File: src/rtl/cpu_pkg.sv
// Shared register-file definitions: widths, the zero register and the
// write-request record carried by the long-latency FIFO and the write port.
package cpu_pkg;

   localparam int REG_AW = 5;
   localparam int REG_DW = 32;

   localparam logic [REG_AW-1:0] REG_ZERO = '0;

   typedef struct packed {
      logic [REG_AW-1:0] number;
      logic [REG_DW-1:0] data;
   } wr_req_t;

endpackage

File: src/rtl/wr_fifo.sv
// Small circular FIFO of register write requests from long-latency units.
// Full and empty come only from the registered count, so the producer's
// ready signal never depends combinationally on a same-cycle pop.
module wr_fifo
   import cpu_pkg::*;
#(
   parameter int DEPTH = 4
)
(
   input  logic                   clk,
   input  logic                   clrn,
   input  logic                   push_i,
   input  wr_req_t                push_data_i,
   input  logic                   pop_i,
   output wr_req_t                head_o,
   output logic [$clog2(DEPTH):0] count_o,
   output logic                   empty_o
);

   localparam int PW = $clog2(DEPTH);

   wr_req_t       mem_q [DEPTH];
   logic [PW-1:0] wr_ptr_q;
   logic [PW-1:0] rd_ptr_q;
   logic [PW:0]   count_q;
   logic          full;
   logic          do_push;
   logic          do_pop;

   assign full    = (count_q == (PW+1)'(DEPTH));
   assign empty_o = (count_q == '0);
   assign count_o = count_q;
   assign head_o  = mem_q[rd_ptr_q];
   assign do_push = push_i && !full;
   assign do_pop  = pop_i && !empty_o;

   // Pointers wrap naturally because DEPTH is a power of two.
   always_ff @(posedge clk or negedge clrn) begin
      if (!clrn) begin
         wr_ptr_q <= '0;
         rd_ptr_q <= '0;
         count_q  <= '0;
      end else begin
         if (do_push) wr_ptr_q <= wr_ptr_q + 1'b1;
         if (do_pop)  rd_ptr_q <= rd_ptr_q + 1'b1;
         unique case ({do_push, do_pop})
            2'b10:   count_q <= count_q + 1'b1;
            2'b01:   count_q <= count_q - 1'b1;
            default: count_q <= count_q;
         endcase
      end
   end

   // Storage needs no reset; an entry is only read after it has been written.
   always_ff @(posedge clk) begin
      if (do_push) mem_q[wr_ptr_q] <= push_data_i;
   end

endmodule

File: src/rtl/regfile_writer.sv
// Write-side front end of the register file. Pipeline writebacks win the
// single write port; buffered long-latency results fill idle slots in order.
// A busy scoreboard tracks registers whose long-latency result is pending.
module regfile_writer
   import cpu_pkg::*;
#(
   parameter int DW    = REG_DW,
   parameter int AW    = REG_AW,
   parameter int DEPTH = 4
)
(
   input  logic          clk,
   input  logic          clrn,
   input  logic          wb_en,
   input  logic [AW-1:0] wb_number,
   input  logic [DW-1:0] wb_data,
   input  logic          rsv_en,
   input  logic [AW-1:0] rsv_number,
   input  logic          lq_valid,
   input  logic [AW-1:0] lq_number,
   input  logic [DW-1:0] lq_data,
   output logic          lq_ready,
   input  logic [AW-1:0] r_number_a,
   input  logic [AW-1:0] r_number_b,
   output logic          busy_a,
   output logic          busy_b,
   output logic          w_en,
   output logic [AW-1:0] w_number,
   output logic [DW-1:0] w_data
);

   localparam int NREG = 2**AW;

   wr_req_t               fifo_in;
   wr_req_t               fifo_head;
   logic [$clog2(DEPTH):0] fifo_count;
   logic                  fifo_empty;
   logic                  fifo_pop;
   logic                  wb_take;

   logic                  w_en_q,      w_en_d;
   logic [AW-1:0]         w_number_q,  w_number_d;
   logic [DW-1:0]         w_data_q,    w_data_d;
   logic                  from_fifo_q, from_fifo_d;
   logic [NREG-1:0]       busy_q,      busy_d;

   assign fifo_in.number = lq_number;
   assign fifo_in.data   = lq_data;
   assign lq_ready       = (fifo_count != ($clog2(DEPTH)+1)'(DEPTH));
   assign wb_take        = wb_en && (wb_number != REG_ZERO);
   assign fifo_pop       = !wb_take && !fifo_empty;

   wr_fifo #(.DEPTH(DEPTH)) u_fifo (
      .clk         (clk),
      .clrn        (clrn),
      .push_i      (lq_valid && lq_ready),
      .push_data_i (fifo_in),
      .pop_i       (fifo_pop),
      .head_o      (fifo_head),
      .count_o     (fifo_count),
      .empty_o     (fifo_empty)
   );

   // Choose the write-port source: pipeline first, then the FIFO head, else idle with address/data held.
   always_comb begin
      w_en_d      = 1'b0;
      w_number_d  = w_number_q;
      w_data_d    = w_data_q;
      from_fifo_d = 1'b0;
      if (wb_take) begin
         w_en_d     = 1'b1;
         w_number_d = wb_number;
         w_data_d   = wb_data;
      end else if (!fifo_empty) begin
         w_en_d      = 1'b1;
         w_number_d  = fifo_head.number;
         w_data_d    = fifo_head.data;
         from_fifo_d = 1'b1;
      end
   end

   // Clear on the edge the register file stores a FIFO-sourced write; a same-edge reservation wins.
   always_comb begin
      busy_d = busy_q;
      if (w_en_q && from_fifo_q) busy_d[w_number_q] = 1'b0;
      if (rsv_en && (rsv_number != REG_ZERO)) busy_d[rsv_number] = 1'b1;
      busy_d[0] = 1'b0;
   end

   // Registered write port and scoreboard state.
   always_ff @(posedge clk or negedge clrn) begin
      if (!clrn) begin
         w_en_q      <= 1'b0;
         w_number_q  <= '0;
         w_data_q    <= '0;
         from_fifo_q <= 1'b0;
         busy_q      <= '0;
      end else begin
         w_en_q      <= w_en_d;
         w_number_q  <= w_number_d;
         w_data_q    <= w_data_d;
         from_fifo_q <= from_fifo_d;
         busy_q      <= busy_d;
      end
   end

   assign busy_a   = busy_q[r_number_a];
   assign busy_b   = busy_q[r_number_b];
   assign w_en     = w_en_q;
   assign w_number = w_number_q;
   assign w_data   = w_data_q;

endmodule

File: config.mk
export PLATFORM = sky130hd
export DESIGN_NAME = regfile_writer
export DESIGN_NICKNAME = d
export VERILOG_FILES = /design/src/rtl/cpu_pkg.sv /design/src/rtl/wr_fifo.sv /design/src/rtl/regfile_writer.sv
export SDC_FILE = /design/constraint.sdc
export NUM_CORES = 1
export LEC_CHECK = 0
export ABC_AREA = 1
export CAP_MARGIN = 20
export CORE_UTILIZATION = 51
export CTS_BUF_LIST = sky130_fd_sc_hd__clkbuf_2
export DETAILED_ROUTE_END_ITERATION = 8
export GPL_TIMING_DRIVEN = 0
export PLACE_DENSITY_LB_ADDON = 0.1
export REMOVE_ABC_BUFFERS = 1
export SLEW_MARGIN = 20
export SYNTH_ARGS = -nofsm -noshare
export SYNTH_HDL_FRONTEND = slang
export SYNTH_SLANG_ARGS = --single-unit
export TNS_END_PERCENT = 50
File: constraint.sdc
create_clock -name clk -period 2.9 [get_ports clk]
set_clock_uncertainty 0.15 [all_clocks]
set_input_delay 0.58 -clock clk [delete_from_list [all_inputs] [get_ports clk]]
set_output_delay 0.58 -clock clk [all_outputs]
set_load 0.05 [all_outputs]
==> impl_results.md <==
* Area grow syn2layout at 23.2%
* Achievable Freq at 360 MHz
* Fin crit share at 95.8%
* Crit-path slowest cell: clkdlybuf4s50_1
* Worst Path Arrival at 2.05 ns
* Initial DRC count at 480
* IO Port Bufs at 134
* Cts bufs inserted at 56
* Clk buf depth at 3
* CP bufs+invs at 1
* Origin of the critical flop-to-flop path: u_fifo.count_o[0]
* Max_slew headroom at 46.7%
* HP Class: input pin to async pin
* Outcome: complete, but fails checks
* Vias in the first global route at 7286
* Worst Reg-to-Reg Cells at 9
* Starting density of the core at 52.7%
* Total power divided by cell area at 989 mW/mm2
* Synth Area in Compound Gates at 8.64%
* DR WL/cell at 17.4 um
* CTS Root Cell: clkbuf_2
* Hold Violations, Final at 0
* Synth Register Bits at 225
* Multiplexer share of the synthesized area at 0%
* Worst R2R End: u_fifo.count_o[2]
* Sequential fraction of the synthesis area at 66.6%
* Failing checks: DRC
* CORE AREA at 0.0181 mm2
* Syn Area/Cell at 10.6 um2
* GRT overflow at 0
* Pwr Total at 11.6 mW
* Layout Utilization at 64.9%
* Family with the most delay on the worst path: buffers and inverters
* Via count of the routed design at 7325
* P_leak at 4.69 nW
* Fin crit period at 2.78 ns
* Final Routed Wirelength at 23400 um
* WS Path Type: register to output pin
* Worst path max stage delay at 0.85 ns
* H-tree depth at 2
* Worst-Skew Late Latency at 0.81 ns
* Post-route ant nets at 0
* Largest net degree at the start of global routing at 76
* Die width at 139 um
* Antenna violations before repair at 1
* Post-Syn Area at 0.00956 mm2
* Critical Path Source Type: register
* CP Capture Type: output pin
* Flop2flop setup slack at 0.43 ns
* Final #Nets at 1165
* Synth Area in XOR/XNOR at 0.366%
* Die Height at 139 um
* Die area at 0.0193 mm2
* DR pass1 iterations at 7
* Crit path cell chain: clkdlybuf4s50_1
* Synth cell types at 27
* Dpl hpwl at 14200 um
* IO Pins at 135
* Clock-pin transition on the worst setup and hold timing paths at 0.11 ns
* Crit path required time at 2.17 ns
* CP max FO at 4
* CTS tree: built
* RSZ-0062 raised after global routing: no
* Adder-Cell Fraction of Synth Area at 0.864%
* GPL Wtd Cong at 0.998
* Residual DRC at 8
* Max Cap Violations at 0
* Rows at 49
* Ys Warns at 0
* Largest family of logic cells by synthesized area: simple AND/OR/NAND/NOR gates
* Worst-Margin Slew at 0.799 ns
* Vias per cell at 5.45
* Share of layout cells above drive strength 1 at 11.4%
* CTS sink count at 225
* GRT Total Usage at 25.1%
* Setup violators final at 0
* IR drop worst, VDD at 0.000476 V
* Post-Synth Simple-Gate Area at 19.1%
* First-pass GRT wire length at 37900 um
* Fill cells at 1445
* Syn Inst Count at 904
* Final Max Slew Viols at 0
==> logic make-up (layout without fill, tap and decap cells) <==
group	after synthesis	after routing
AND/OR/NAND/NOR	432	432
flip-flops	225	225
AO/OA/AOI/OAI	154	154
buffers and inverters	83	291
adder cells (fa/ha/maj)	6	6
XOR/XNOR	4	4
other	0	2
==> per-stage QoR <==
stage                     setup TNS [ns]  cell area, um2  worst slack, ns  hold slack (ns)  instances
after floorplan                   -77.22            9300           -0.522            0.134        863
after global placement           -497.38           10900            -2.02            0.327       1226
after detailed placement           -2.59           11200           -0.975            0.332       1235
after CTS                              0           11800          0.00411           0.0665       1341
after global routing                   0           11800          0.00190            0.114       1343
final                                  0           11800            0.121            0.148       1343
==> synthesized netlist by cell type (all sizes together) <==
library cell / instances / share of area, %
o22ai: 20 / 1.3
o211ai: 5 / 0.39
dfrtp: 77 / 20
o21ai: 107 / 5.6
nand3: 135 / 7.1
ha: 5 / 0.65
a21oi: 8 / 0.42
fa: 1 / 0.21
clkinv: 1 / 0.039
inv: 41 / 1.7
nor2: 64 / 2.5
nand2: 231 / 9.3
a31oi: 14 / 0.92
nand3b: 1 / 0.079
xnor2: 2 / 0.18
xor2: 2 / 0.18
buf: 36 / 2.5
clkbuf: 5 / 0.20
nor3: 1 / 0.17
edfxtp: 148 / 46
==> state kept, by name, indices dropped and copies added, names as in the netlist <==
register	count
u_fifo.wr_ptr_q	2
u_fifo.mem_q	148
busy_q	31
w_en	1
u_fifo.count_o	3
w_data	32
u_fifo.rd_ptr_q	2
from_fifo_q	1
w_number	5
==> worst max path at each step <==
stage	start	endpoint	slack (ns)	depth (start not counted)
global placement	clrn	w_data[3]	-2.02	1
finish	w_number[0]	w_number[0]	0.12	1
CTS	w_number[3]	w_number[3]	0.004	1
detailed placement	r_number_a[0]	busy_a	-0.97	10
floorplan	u_fifo.count_o[0]	u_fifo.mem_q[0][0]	-0.52	4
global route	w_number[0]	w_number[0]	0.002	1
==> metal layers <==
metal / routed length [um] / track usage, % / vias to the layer above
met5: 0 / 0 / -
met3: 1750 / 5.35 / 44
li1: - / - / 3518
met1: 10100 / 34.1 / 3480
met4: 515 / 9.71 / 0
met2: 11100 / 40.0 / 283
==> area by class of cell <==
cell class	instances	area (um2)	area share, %
Clock buffer	80	400	3.40
Inverter	42	171	1.46
Multi-Input combinational cell	596	2800	23.8
Clock inverter	25	164	1.39
Sequential cell	225	6380	54.1
Timing Repair Buffer	144	1580	13.4
Tap cell	229	287	2.43
Antenna cell	2	5.00	0.0425
==> layout by cell type, fill, tap and decap left out, types with 3 or more instances in the layout <==
cell type        Yosys  routed
o21ai_0            104     104
inv_4                2       5
a31oi_1             14      14
clkbuf_2             0      80
edfxtp_1           148     148
buf_16               0       7
nand3_1            135     135
a21oi_1              8       8
clkdlybuf4s50_1      0     123
clkinv_1             1      10
nand2_1            228     228
o22ai_1             20      20
o21ai_1              3       3
clkinv_2             0      12
nor2_4               0       4
ha_1                 5       5
clkdlybuf4s15_2      0       3
dlygate4sd2_1        0       3
dfrtp_1             77      75
o211ai_1             5       5
nor2_1              64      60
inv_1               35      35
==> repair_timing <==
item	4_1_cts	5_1_grt
gates resized for setup	21	7
pin swaps	0	0
gates cloned	0	0
endpoints found under the setup margin	5	3
buffers inserted	0	0
hold buffers	1	0
hold endpoints to repair	45	0
==> report_power, final <==
part           switching [mW]  internal (mW)
clock network            1.29          0.942
logic                    3.01           1.50
registers               0.525           4.38
total                    4.83           6.82
Note: power is estimated with default switching activity, not from simulation.
